==> src/rtl/multi_channel_sample_bridge_pkg.sv <==
// sample_bridge_pkg: shared definitions for multi_channel_sample_bridge.
//   - mode encodings for stereo_mode
//   - bridge FSM state type
//   - sat_to_sample: clamps a wide signed sum into a signed sample range
package sample_bridge_pkg;

  localparam logic MODE_MONO   = 1'b0;
  localparam logic MODE_STEREO = 1'b1;

  // Working width for saturation; wide enough for any legal mix sum.
  localparam int SAT_W = 32;

  typedef enum logic [1:0] {
    IDLE = 2'd0,
    POP  = 2'd1,
    MIX  = 2'd2
  } bridge_state_e;

  // Clamp sum to [-2^(sample_w-1), 2^(sample_w-1)-1]; caller keeps the low sample_w bits.
  function automatic logic signed [SAT_W-1:0] sat_to_sample(
    input logic signed [SAT_W-1:0] sum,
    input int                      sample_w
  );
    logic signed [SAT_W-1:0] hi;
    logic signed [SAT_W-1:0] lo;
    logic signed [SAT_W-1:0] res;
    hi = (32'sd1 <<< (sample_w - 1)) - 32'sd1;
    lo = -hi - 32'sd1;
    if (sum > hi) begin
      res = hi;
    end else if (sum < lo) begin
      res = lo;
    end else begin
      res = sum;
    end
    return res;
  endfunction

endpackage

==> src/rtl/multi_channel_sample_bridge_if.sv <==
// multi_channel_sample_bridge_if: producer-side sample bus.
//   sample_in    : NUM_CH packed signed samples, ch0 in LSBs
//   sample_valid : per-channel push strobe
// master = producers (voices), slave = bridge.
interface multi_channel_sample_bridge_if #(
  parameter int NUM_CH   = 2,
  parameter int SAMPLE_W = 16
);
  logic [NUM_CH*SAMPLE_W-1:0] sample_in;
  logic [NUM_CH-1:0]          sample_valid;

  modport master (output sample_in, output sample_valid);
  modport slave  (input  sample_in, input  sample_valid);
endinterface

==> src/rtl/multi_channel_sample_bridge_fifo.sv <==
// sample_fifo: W x DEPTH synchronous FIFO with occupancy count.
//   push/din      : write request; dropped (overflow pulse) when full and not popping
//   pop/dout      : read request; dout shows the head entry (valid when !empty)
//   count, empty  : occupancy
//   overflow      : one-cycle pulse when a push is dropped
// A pop on an empty FIFO does nothing, even with a same-cycle push.
module sample_fifo #(
  parameter int W     = 16,
  parameter int DEPTH = 4
) (
  input  logic                       clk,
  input  logic                       rst_n,
  input  logic                       push,
  input  logic                       pop,
  input  logic [W-1:0]               din,
  output logic [W-1:0]               dout,
  output logic [$clog2(DEPTH):0]     count,
  output logic                       empty,
  output logic                       overflow
);
  localparam int AW = $clog2(DEPTH);
  localparam int CW = AW + 1;

  logic [W-1:0]  mem_r [DEPTH];
  logic [AW-1:0] wr_ptr_r;
  logic [AW-1:0] rd_ptr_r;
  logic [CW-1:0] count_r;
  logic          full_s;
  logic          do_pop_s;
  logic          do_push_s;

  // Qualify requests: pop needs data; a full FIFO still accepts a push when it pops.
  always_comb begin
    full_s    = (count_r == CW'(DEPTH));
    do_pop_s  = pop & (count_r != {CW{1'b0}});
    do_push_s = push & (~full_s | do_pop_s);
  end

  // Pointer and occupancy bookkeeping.
  always_ff @(posedge clk or negedge rst_n) begin
    if (!rst_n) begin
      wr_ptr_r <= {AW{1'b0}};
      rd_ptr_r <= {AW{1'b0}};
      count_r  <= {CW{1'b0}};
    end else begin
      if (do_push_s) wr_ptr_r <= wr_ptr_r + {{(AW-1){1'b0}}, 1'b1};
      if (do_pop_s)  rd_ptr_r <= rd_ptr_r + {{(AW-1){1'b0}}, 1'b1};
      case ({do_push_s, do_pop_s})
        2'b10:   count_r <= count_r + {{(CW-1){1'b0}}, 1'b1};
        2'b01:   count_r <= count_r - {{(CW-1){1'b0}}, 1'b1};
        default: count_r <= count_r;
      endcase
    end
  end

  // Storage array; contents are don't-care while empty, so no reset.
  always_ff @(posedge clk) begin
    if (do_push_s) mem_r[wr_ptr_r] <= din;
  end

  assign dout     = mem_r[rd_ptr_r];
  assign count    = count_r;
  assign empty    = (count_r == {CW{1'b0}});
  assign overflow = push & ~do_push_s;

endmodule

==> src/rtl/multi_channel_sample_bridge.sv <==
// multi_channel_sample_bridge: buffers NUM_CH producer channels, drains one
// sample per channel on each codec new_frame, mixes to left/right with
// saturation and drives left-justified OUT_W-bit headphone words.
// Ports:
//   clk, reset_n           : clock, async active-low reset
//   prod (slave modport)   : sample_in / sample_valid from the voices
//   stereo_mode            : 0 mono mix, 1 even->left / odd->right
//   new_frame              : codec frame request pulse
//   clear_status           : clears sticky flags (a same-cycle set wins)
//   hphone_l, hphone_r     : codec words {sat, zeros}
//   tap_sample, tap_valid  : saturated left mix + one-cycle strobe for display
//   fill_level             : per-channel FIFO occupancy
//   overflow, underrun     : per-channel sticky flags
//   frame_miss             : sticky, new_frame arrived while busy
//   peak_l, peak_r         : 4-bit level meters, only with SAMPLE_BRIDGE_PEAK_METER_EN
module multi_channel_sample_bridge
  import sample_bridge_pkg::*;
#(
  parameter int NUM_CH           = 2,
  parameter int SAMPLE_W         = 16,
  parameter int OUT_W            = 24,
  parameter int DEPTH            = 4,
  parameter bit HOLD_ON_UNDERRUN = 1'b1,
  parameter int METER_DECAY      = 1024
) (
  input  logic                                 clk,
  input  logic                                 reset_n,
  multi_channel_sample_bridge_if.slave         prod,
  input  logic                                 stereo_mode,
  input  logic                                 new_frame,
  input  logic                                 clear_status,
  output logic [OUT_W-1:0]                     hphone_l,
  output logic [OUT_W-1:0]                     hphone_r,
  output logic [SAMPLE_W-1:0]                  tap_sample,
  output logic                                 tap_valid,
  output logic [NUM_CH*($clog2(DEPTH)+1)-1:0]  fill_level,
  output logic [NUM_CH-1:0]                    overflow,
  output logic [NUM_CH-1:0]                    underrun,
  output logic                                 frame_miss
`ifdef SAMPLE_BRIDGE_PEAK_METER_EN
  ,
  output logic [3:0]                           peak_l,
  output logic [3:0]                           peak_r
`endif
);
  localparam int CW       = $clog2(DEPTH) + 1;
  localparam int SUM_W    = SAMPLE_W + $clog2(NUM_CH) + 1;
  localparam bit MIRROR_R = (NUM_CH == 1);

  bridge_state_e        state_r;
  logic                 mode_r;
  logic [SAMPLE_W-1:0]  pop_val_r   [NUM_CH];
  logic [SAMPLE_W-1:0]  held_r      [NUM_CH];
  logic [SAMPLE_W-1:0]  fifo_dout_s [NUM_CH];
  logic [CW-1:0]        fifo_count_s[NUM_CH];
  logic [NUM_CH-1:0]    fifo_empty_s;
  logic [NUM_CH-1:0]    fifo_ovf_s;
  logic                 pop_s;
  logic signed [SUM_W-1:0] ext_s;
  logic signed [SUM_W-1:0] sum_l_s;
  logic signed [SUM_W-1:0] sum_r_s;
  logic signed [SAT_W-1:0] sat_full_l_s;
  logic signed [SAT_W-1:0] sat_full_r_s;
  logic [SAMPLE_W-1:0]  sat_l_s;
  logic [SAMPLE_W-1:0]  sat_r_s;

  assign pop_s = (state_r == POP);

  for (genvar g = 0; g < NUM_CH; g++) begin : g_ch
    sample_fifo #(.W(SAMPLE_W), .DEPTH(DEPTH)) u_fifo (
      .clk      (clk),
      .rst_n    (reset_n),
      .push     (prod.sample_valid[g]),
      .pop      (pop_s),
      .din      (prod.sample_in[g*SAMPLE_W +: SAMPLE_W]),
      .dout     (fifo_dout_s[g]),
      .count    (fifo_count_s[g]),
      .empty    (fifo_empty_s[g]),
      .overflow (fifo_ovf_s[g])
    );
    assign fill_level[g*CW +: CW] = fifo_count_s[g];
  end

  // Mix the popped samples into left/right sums and saturate them.
  always_comb begin
    sum_l_s = {SUM_W{1'b0}};
    sum_r_s = {SUM_W{1'b0}};
    ext_s   = {SUM_W{1'b0}};
    for (int ch = 0; ch < NUM_CH; ch++) begin
      ext_s   = SUM_W'($signed(pop_val_r[ch]));
      sum_l_s = sum_l_s + (((mode_r != MODE_STEREO) || ((ch % 2) == 0)) ? ext_s : {SUM_W{1'b0}});
      sum_r_s = sum_r_s + (((mode_r != MODE_STEREO) || ((ch % 2) == 1) || MIRROR_R) ? ext_s : {SUM_W{1'b0}});
    end
    sat_full_l_s = sat_to_sample(SAT_W'(sum_l_s), SAMPLE_W);
    sat_full_r_s = sat_to_sample(SAT_W'(sum_r_s), SAMPLE_W);
    sat_l_s      = sat_full_l_s[SAMPLE_W-1:0];
    sat_r_s      = sat_full_r_s[SAMPLE_W-1:0];
  end

  // Frame FSM: IDLE waits for new_frame, POP latches one sample per channel, MIX drives outputs.
  always_ff @(posedge clk or negedge reset_n) begin
    if (!reset_n) begin
      state_r    <= IDLE;
      mode_r     <= MODE_MONO;
      hphone_l   <= {OUT_W{1'b0}};
      hphone_r   <= {OUT_W{1'b0}};
      tap_sample <= {SAMPLE_W{1'b0}};
      tap_valid  <= 1'b0;
      for (int ch = 0; ch < NUM_CH; ch++) begin
        pop_val_r[ch] <= {SAMPLE_W{1'b0}};
        held_r[ch]    <= {SAMPLE_W{1'b0}};
      end
    end else begin
      case (state_r)
        IDLE: begin
          tap_valid <= 1'b0;
          if (new_frame) state_r <= POP;
          else           state_r <= IDLE;
        end
        POP: begin
          tap_valid <= 1'b0;
          mode_r    <= stereo_mode;
          for (int ch = 0; ch < NUM_CH; ch++) begin
            if (fifo_empty_s[ch]) begin
              pop_val_r[ch] <= HOLD_ON_UNDERRUN ? held_r[ch] : {SAMPLE_W{1'b0}};
            end else begin
              pop_val_r[ch] <= fifo_dout_s[ch];
              held_r[ch]    <= fifo_dout_s[ch];
            end
          end
          state_r <= MIX;
        end
        MIX: begin
          hphone_l   <= OUT_W'(sat_l_s) << (OUT_W - SAMPLE_W);
          hphone_r   <= OUT_W'(sat_r_s) << (OUT_W - SAMPLE_W);
          tap_sample <= sat_l_s;
          tap_valid  <= 1'b1;
          state_r    <= IDLE;
        end
        default: begin
          tap_valid <= 1'b0;
          state_r   <= IDLE;
        end
      endcase
    end
  end

  // Sticky status flags; a set in the same cycle as clear_status wins.
  always_ff @(posedge clk or negedge reset_n) begin
    if (!reset_n) begin
      overflow   <= {NUM_CH{1'b0}};
      underrun   <= {NUM_CH{1'b0}};
      frame_miss <= 1'b0;
    end else begin
      overflow   <= fifo_ovf_s | (overflow & ~{NUM_CH{clear_status}});
      underrun   <= (pop_s ? fifo_empty_s : {NUM_CH{1'b0}}) | (underrun & ~{NUM_CH{clear_status}});
      frame_miss <= (new_frame & (state_r != IDLE)) | (frame_miss & ~clear_status);
    end
  end

`ifdef SAMPLE_BRIDGE_PEAK_METER_EN
  localparam int DEC_W = $clog2(METER_DECAY) + 1;

  logic [DEC_W-1:0] decay_cnt_r;
  logic             decay_s;
  logic [3:0]       nib_l_s;
  logic [3:0]       nib_r_s;
  logic [3:0]       base_l_s;
  logic [3:0]       base_r_s;

  // Top nibble of |s| below the sign bit; the most negative sample reads as full scale.
  function automatic logic [3:0] meter_nibble(input logic [SAMPLE_W-1:0] s);
    logic [SAMPLE_W-1:0] mag;
    if (s[SAMPLE_W-1]) mag = ~s + {{(SAMPLE_W-1){1'b0}}, 1'b1};
    else               mag = s;
    if (mag[SAMPLE_W-1]) mag = {1'b0, {(SAMPLE_W-1){1'b1}}};
    else                 mag = mag;
    return mag[SAMPLE_W-2 -: 4];
  endfunction

  // Decay first, then take the max with the new level.
  always_comb begin
    decay_s  = (decay_cnt_r == DEC_W'(METER_DECAY - 1));
    nib_l_s  = meter_nibble(sat_l_s);
    nib_r_s  = meter_nibble(sat_r_s);
    if (decay_s) begin
      base_l_s = peak_l >> 1;
      base_r_s = peak_r >> 1;
    end else begin
      base_l_s = peak_l;
      base_r_s = peak_r;
    end
  end

  // Meter registers, updated once per MIX.
  always_ff @(posedge clk or negedge reset_n) begin
    if (!reset_n) begin
      decay_cnt_r <= {DEC_W{1'b0}};
      peak_l      <= 4'd0;
      peak_r      <= 4'd0;
    end else if (state_r == MIX) begin
      decay_cnt_r <= decay_s ? {DEC_W{1'b0}} : decay_cnt_r + {{(DEC_W-1){1'b0}}, 1'b1};
      peak_l      <= (nib_l_s > base_l_s) ? nib_l_s : base_l_s;
      peak_r      <= (nib_r_s > base_r_s) ? nib_r_s : base_r_s;
    end
  end
`endif

endmodule

==> src/flat_wrapper.sv <==
// flat-port wrapper written by rule: the top's interface ports become plain ports
module multi_channel_sample_bridge_flat import sample_bridge_pkg::*;
#(
  parameter int NUM_CH           = 2,
  parameter int SAMPLE_W         = 16,
  parameter int OUT_W            = 24,
  parameter int DEPTH            = 4,
  parameter bit HOLD_ON_UNDERRUN = 1'b1,
  parameter int METER_DECAY      = 1024
)
  (clk, reset_n, stereo_mode, new_frame, clear_status, hphone_l, hphone_r, tap_sample, tap_valid, fill_level, overflow, underrun, frame_miss, prod_sample_in, prod_sample_valid);
  multi_channel_sample_bridge_if #(.NUM_CH(NUM_CH), .SAMPLE_W(SAMPLE_W)) prod_i ();
  input  logic clk;
  input  logic reset_n;
  input  logic stereo_mode;
  input  logic new_frame;
  input  logic clear_status;
  output logic [OUT_W-1:0] hphone_l;
  output logic [OUT_W-1:0] hphone_r;
  output logic [SAMPLE_W-1:0] tap_sample;
  output logic tap_valid;
  output logic [NUM_CH*($clog2(DEPTH)+1)-1:0] fill_level;
  output logic [NUM_CH-1:0] overflow;
  output logic [NUM_CH-1:0] underrun;
  output logic frame_miss;
  input wire logic [$bits(prod_i.sample_in)-1:0] prod_sample_in;
  input wire logic [$bits(prod_i.sample_valid)-1:0] prod_sample_valid;
  assign prod_i.sample_in = prod_sample_in;
  assign prod_i.sample_valid = prod_sample_valid;
  multi_channel_sample_bridge #(.NUM_CH(NUM_CH), .SAMPLE_W(SAMPLE_W), .OUT_W(OUT_W), .DEPTH(DEPTH), .HOLD_ON_UNDERRUN(HOLD_ON_UNDERRUN), .METER_DECAY(METER_DECAY)) u_core (.clk(clk), .reset_n(reset_n), .prod(prod_i), .stereo_mode(stereo_mode), .new_frame(new_frame), .clear_status(clear_status), .hphone_l(hphone_l), .hphone_r(hphone_r), .tap_sample(tap_sample), .tap_valid(tap_valid), .fill_level(fill_level), .overflow(overflow), .underrun(underrun), .frame_miss(frame_miss));
endmodule
==> config.mk <==
export PLATFORM = sky130hd
export DESIGN_NAME = multi_channel_sample_bridge_flat
export DESIGN_NICKNAME = d
export VERILOG_FILES = /design/src/rtl/multi_channel_sample_bridge_pkg.sv /design/src/rtl/multi_channel_sample_bridge_if.sv /design/src/rtl/multi_channel_sample_bridge_fifo.sv /design/src/rtl/multi_channel_sample_bridge.sv /design/src/flat_wrapper.sv
export SDC_FILE = /design/constraint.sdc
export NUM_CORES = 1
export LEC_CHECK = 0
export CELL_PAD_IN_SITES_DETAIL_PLACEMENT = 0
export CELL_PAD_IN_SITES_GLOBAL_PLACEMENT = 1
export CORE_UTILIZATION = 50
export CTS_CLUSTER_DIAMETER = 30
export DETAILED_ROUTE_END_ITERATION = 16
export MAX_ROUTING_LAYER = met4
export PLACE_DENSITY = 0.94
export SLEW_MARGIN = 20
export SYNTH_ARGS = -nofsm -noshare
export SYNTH_HDL_FRONTEND = slang
export SYNTH_SLANG_ARGS = --single-unit
==> constraint.sdc <==
create_clock -name clk -period 7.1 [get_ports clk]
set_input_delay 1.42 -clock clk [delete_from_list [all_inputs] [get_ports clk]]
set_output_delay 1.42 -clock clk [all_outputs]
set_load 0.005 [all_outputs]
## Word-level counts from Yosys, hierarchy flattened

Memories as Yosys holds them, arrays and structs flattened. A register that Yosys moved wholly into a read port is not among the register bits.
Index checks and enable logic that the tools add are counted.

| storage, ports and cells | value |
|---|---|
| register bits after elaboration | 55 |
| output and inout bits | 76 |
| word-level logic and storage cells | 89 |
| input bits | 39 |
| memory bits (writable) | 128 |
| memories kept | 2 |

| operators by class | value |
|---|---|
| $lt $le $gt $ge | 4 |
| muxes and demuxes | 16 |
| reduce and logical (&&, ||, !) cells | 12 |
| eq/ne operators | 8 |
| bitwise gates (word level) | 23 |
| $add $sub $neg | 10 |

Memory list:

| name | words | width | rd ports | clocked after memory_dff | wr ports | RTL line | source |
|---|---|---|---|---|---|---|---|
| u_core.g_ch[0].u_fifo.mem_r | 4 | 16 | 1 | 1 | 1 | multi_channel_sample_bridge_fifo.sv:24 | `logic [W-1:0] mem_r [DEPTH];` |
| u_core.g_ch[1].u_fifo.mem_r | 4 | 16 | 1 | 1 | 1 | multi_channel_sample_bridge_fifo.sv:24 |  |

Operator list:

| cell | number |
|---|---|
| 16-bit 2-to-1 mux | 4 |
| 18-bit adder | 2 |
| 18-bit by 16-bit > comparator with 1-bit output, second input constant | 2 |
| 18-bit by 16-bit < comparator with 1-bit output, second input constant | 2 |
| 18-bit 2-to-1 mux | 2 |
| 3-bit one-hot mux with 2 select lines | 2 |
| 2-bit by 1-bit adder with 2-bit output, second input constant | 4 |
| 1-bit bitwise AND | 8 |
| 1-bit inverter | 7 |
| 3-bit by 1-bit adder with 3-bit output, second input constant | 2 |
| 2-bit by 1-bit == test with 1-bit output, second input constant | 3 |
| 2-bit == test, second input constant | 3 |
| 3-bit == test, second input constant | 2 |
| 3-bit zero test | 2 |
| 1-bit 2-to-1 mux | 6 |
| 2-bit nonzero test | 3 |
| 3-bit nonzero test | 2 |
| 3-bit by 1-bit subtractor with 3-bit output, second input constant | 2 |
| 2-bit bitwise AND | 2 |
| 2-bit bitwise OR | 2 |
| 2-bit one-hot mux with 2 select lines | 1 |
| 2-bit AND reduction | 2 |
| 1-bit bitwise OR | 3 |
| 1-bit zero test | 2 |
| other kinds (3) | 3 |

## Longest topological paths before layout

| depth | value |
|---|---|
| depth in word-level cells | 7 |
| depth in mapped cells | 14 |

## Hierarchy

From an unflattened synthesis, not the netlist that was laid out.

| unflattened totals | value |
|---|---|
| cells, all modules | 759 |
| area, all modules | 10418.7 um^2 |

Modules (own cells, without submodules):

| module | cells an instance | area an instance (um^2) | seq. area each (um^2) | instances |
|---|---|---|---|---|
| multi_channel_sample_bridge | 503 | 4839.6 | 1826.8 | 1 |
| sample_fifo (u_core.g_ch[0].u_fifo) | 134 | 2821.5 | 2097.0 | 1 |
| sample_fifo (u_core.g_ch[1].u_fifo) | 122 | 2757.6 | 2097.0 | 1 |

## Least setup slack after synthesis

OpenSTA, ideal clock, no wires.

| timing path | value |
|---|---|
| path kind | register to register |
| start | register u_core.mode_r |
| end | register u_core.hphone_r[16] |
| setup time | 0.126 ns |
| stages on the path, launching flop included | 13 |
| path buffers | 2 |
| data arrival time | 2.998 ns |
| setup slack | 3.976 ns |
| path through | dfrtp_1 > clkbuf_1 > nor2b_1 > ha_1 > a21o_1 > a21oi_2 > a21oi_2 > a211oi_2 > o21ai_2 > a2111oi_4 > o211ai_2 > buf_2 > a221o_1 |

| between the ends | value |
|---|---|
| longest elaborated chain between the ends | 5 |
| elaborated cells on any way between the ends | 6 |

RTL lines:

| element | RTL line | source |
|---|---|---|
| start: declaration | multi_channel_sample_bridge.sv:51 | `logic mode_r;` |
| start signal: assignment | multi_channel_sample_bridge.sv:122 | `mode_r <= stereo_mode;` |
| 18-bit 2-to-1 mux (*) | multi_channel_sample_bridge.sv:92 | `sum_r_s = sum_r_s + (((mode_r != MODE_STEREO) \|\| ((ch % 2) == 1) \|\| MIRROR_R) ? ext_s : {SUM_W{1'b0}});` |
| 18-bit adder (*) | multi_channel_sample_bridge.sv:92 |  |
| 18-bit by 16-bit < comparator with 1-bit output | multi_channel_sample_bridge_pkg.sv:31 | `end else if (sum < lo) begin` |
| 16-bit 2-to-1 mux | multi_channel_sample_bridge_pkg.sv:31 |  |
| 16-bit 2-to-1 mux (*) | multi_channel_sample_bridge_pkg.sv:29 | `if (sum > hi) begin` |
| end signal: assignment | multi_channel_sample_bridge.sv:106 | `hphone_r <= {OUT_W{1'b0}};` |
| end signal: assignment | multi_channel_sample_bridge.sv:135 | `hphone_r <= OUT_W'(sat_r_s) << (OUT_W - SAMPLE_W);` |
| end: declaration | multi_channel_sample_bridge.sv:33 | `output logic [OUT_W-1:0] hphone_r,` |

Mark *: on every way between the ends. The rest lies on a longest branch, timed or not.
A chain may end at the register's enable or synchronous reset.

## Worst setup path after layout

| timing path | value |
|---|---|
| start | register u_core.mode_r |
| end | register u_core.hphone_r[12] |

The elaborated chain is that of the path after synthesis.

==> impl_metrics.tcl <==
set metrics [dict create \
    status "finished, final reports clean" \
    wirelength_microns 22000 \
    num_vias 6267 \
    r2r-start "u_core.mode_r" \
    critPathMaxStageDelay_ns 1.00 \
    min_from "u_core.state_r[0]" \
    wire_per_inst_microns 19.3 \
    worstSetupStartpointType "flop" \
    antenna_found_initial 0 \
    slew_violations 0 \
    antenna_cells 0 \
    die_w_microns 145 \
    critPathMaxFanout 33 \
    fin_crit_sh 0.574 \
    slew_headroom 0.324 \
    post_cts_buffers 0 \
    syn_avg_cell_area_sq_um 13.7 \
    muxShareOfSynthArea 0.105 \
    cts_resized 0 \
    ys_async_sr_fraction 0.405 \
    clockRootBuffer "clkbuf_16" \
    area_delta_synth_final_pct 23.3 \
    end_kind "flop" \
    tns_ns 0 \
    ir_drop_v 0.000330 \
    first_global_vias 6482 \
    fin_util 0.638 \
    insertion_delay_ns 0.51 \
    synthFlopType "edfxtp_1" \
    fin_area_sq_mm 0.0126 \
    cts_buffer_depth 3 \
    io_pins 115 \
    rsz0062_at_grt "false" \
    ys_ff_latch 215 \
    holdWs_ns 0.466 \
    core_sq_mm 0.0198 \
    maxClockFrequency_mhz 245 \
    cts_hold_buf 0 \
    drive_above_1_share 0.169 \
    grt_usage 0.223 \
    synth_fa_ha_area_frac 0.0567 \
    grt_overflow 0 \
    layout_commonest_cell "edfxtp_1" \
    ys_seq_area_frac 0.588 \
    synth_edf_count 128 \
    crit_chain "nor2b_1 > ha_1 > inv_1 > fa_1 > nor2b_1 > o31a_1 > a2111oi_0 > o21ai_0 > a41oi_1 > mux2i_1 > nor3_2 > a221o_1" \
    start_util 0.517 \
    path_buf_inv 1 \
    cpLargestDelayFamily "compound AO/OA/AOI/OAI gates" \
    synth_area_sq_mm 0.0102 \
    cap_viol_max_count 0 \
    viasPerCell 5.50 \
    cp.arrival_ns 4.51 \
    placed_cell_area_sq_mm 0.0113 \
    setup_viol 0 \
    fillers 1460 \
    die_area_sq_mm 0.0210 \
    synthDistinctLibCells 59 \
    die_y_microns 145 \
    clock_sinks 215 \
    drc 0 \
    gp_congestion 0.876 \
    tightest_slew_ns 1.01 \
    worst_path_most_repeated_cell "nor2b_1" \
    h-tree-depth 2 \
    clk_pin_slew_ns 0.05 \
    critPathLaunch "u_core.mode_r" \
    grt_pass1_wl_microns 35300 \
    dr.pass1.iters 4 \
    cts_buffers 38 \
    synth_xor_area_frac 0.0248 \
    fin_crit_ns 4.08 \
    ant_nets 0 \
    slowest_stage "dfrtp_1" \
    path_class "reg -> reg" \
    cp.required_ns 7.53 \
    synth_compound_area_frac 0.0952 \
    power.leakage_uw 0.00488 \
    final_hold_viol_count 0 \
    hpwl_microns 14900 \
    synth_top_family_by_area "multiplexers" \
    drt_iter0_drc 410 \
    hold_class "reg -> reg" \
    num-nets-final 928 \
    port_buffers 98 \
    fin_skew_ns 0.0202 \
    rows 51 \
    grt_max_degree 50 \
    powerDensity_mw_per_mm2 523 \
    yosys.area_share.simple 0.0842 \
    yosysWarnings 0 \
    most-common-layout-cells "128 x edfxtp_1, 97 x clkdlybuf4s50_1, 85 x dfrtp_1" \
    cts_tree "done" \
    netlist_instances 748 \
]
per-layer routing:
layer | up-vias | share of wire | GRT usage
met1 | 3119 | 0.42 | 0.271
met2 | 172 | 0.52 | 0.379
met4 | 0 | 0.023 | 0.0726
li1 | 2941 | - | -
met5 | - | 0 | -
met3 | 35 | 0.041 | 0.0368
through the flow:
step                instances  power (uW)  setup WS, ns
floorplan                 763        3890          3.98
global placement         1070        4680          2.94
detailed placement       1070        4750          2.83
CTS                      1139        6650          2.76
global route             1139        6990          2.63
finish                   1139        6600          3.02
kinds of logic after synthesis:
kind of cell	after synthesis
compound gates	133
xor+xnor	29
fa+ha+maj	44
buf+inv	89
flops	215
mux	64
other cells	1
simple gates	173
cells in the mapped netlist, types with 13 or more instances:
| cell type | instances | area, sq um |
|---|---|---|
| edfxtp_1 | 128 | 3840 |
| dfrtp_1 | 87 | 2180 |
| nand2_1 | 58 | 218 |
| ha_1 | 40 | 500 |
| nor2b_1 | 35 | 219 |
| buf_4 | 33 | 248 |
| mux4_2 | 32 | 721 |
| inv_1 | 30 | 113 |
| mux2_2 | 30 | 338 |
| nor2_1 | 26 | 97.6 |
| o21ai_0 | 26 | 130 |
| a21oi_1 | 22 | 110 |
| clkbuf_1 | 20 | 75.1 |
| xnor2_1 | 17 | 149 |
| a221o_1 | 14 | 140 |
| and2_1 | 13 | 81.3 |
| o211ai_1 | 13 | 97.6 |
power breakdown:
group / total, uW / internal [uW] / switching [uW]
Clock: 1850 / 1220 / 631
Combinational: 2650 / 1310 / 1340
Sequential: 2110 / 1740 / 369
final cells by class:
type	instances	area (sq um)	area share
Sequential cell	215	6020	0.477
Multi-Input combinational cell	459	3820	0.303
Timing Repair Buffer	101	1000	0.0793
Clock buffer	40	958	0.0759
Clock inverter	29	373	0.0295
Tap cell	265	332	0.0263
Inverter	30	113	0.00892
registers in the layout (all words and copies together), names as in the netlist:
register,flops
u_core.frame_miss,1
u_core.hphone_r,16
u_core.g_ch.u_fifo.count,6
u_core.mode_r,1
u_core.underrun,2
u_core.overflow,2
u_core.g_ch.u_fifo.wr_ptr_r,4
u_core.tap_sample,16
u_core.g_ch.u_fifo.rd_ptr_r,4
u_core.pop_val_r,16
u_core.held_r,16
u_core.tap_valid,1
u_core.g_ch.u_fifo.mem_r,128
u_core.state_r,2
worst paths after layout:
kind,to,slack (ns),depth (start not counted)
worst max-delay path,u_core.hphone_r[12],3.02,12
worst min-delay path,u_core.state_r[0],0.47,1
worst max register to register,u_core.hphone_r[12],3.02,12
worst min register to register,u_core.state_r[0],0.47,1
max in group asynchronous,u_core.g_ch[0].u_fifo.rd_ptr_r[0],5.15,2
min in group asynchronous,u_core.tap_sample[6],0.88,1
worst reg2reg max path: cells and delay by family (launching register included):
family | cells | cell delay, ns
AO/OA/AOI/OAI | 5 | 1.58
flip-flops | 1 | 1.00
AND/OR/NAND/NOR | 3 | 0.79
adder cells (fa/ha/maj) | 2 | 0.42
multiplexers | 1 | 0.15
buffers and inverters | 1 | 0.07
Note: power is estimated with default switching activity, not from simulation.
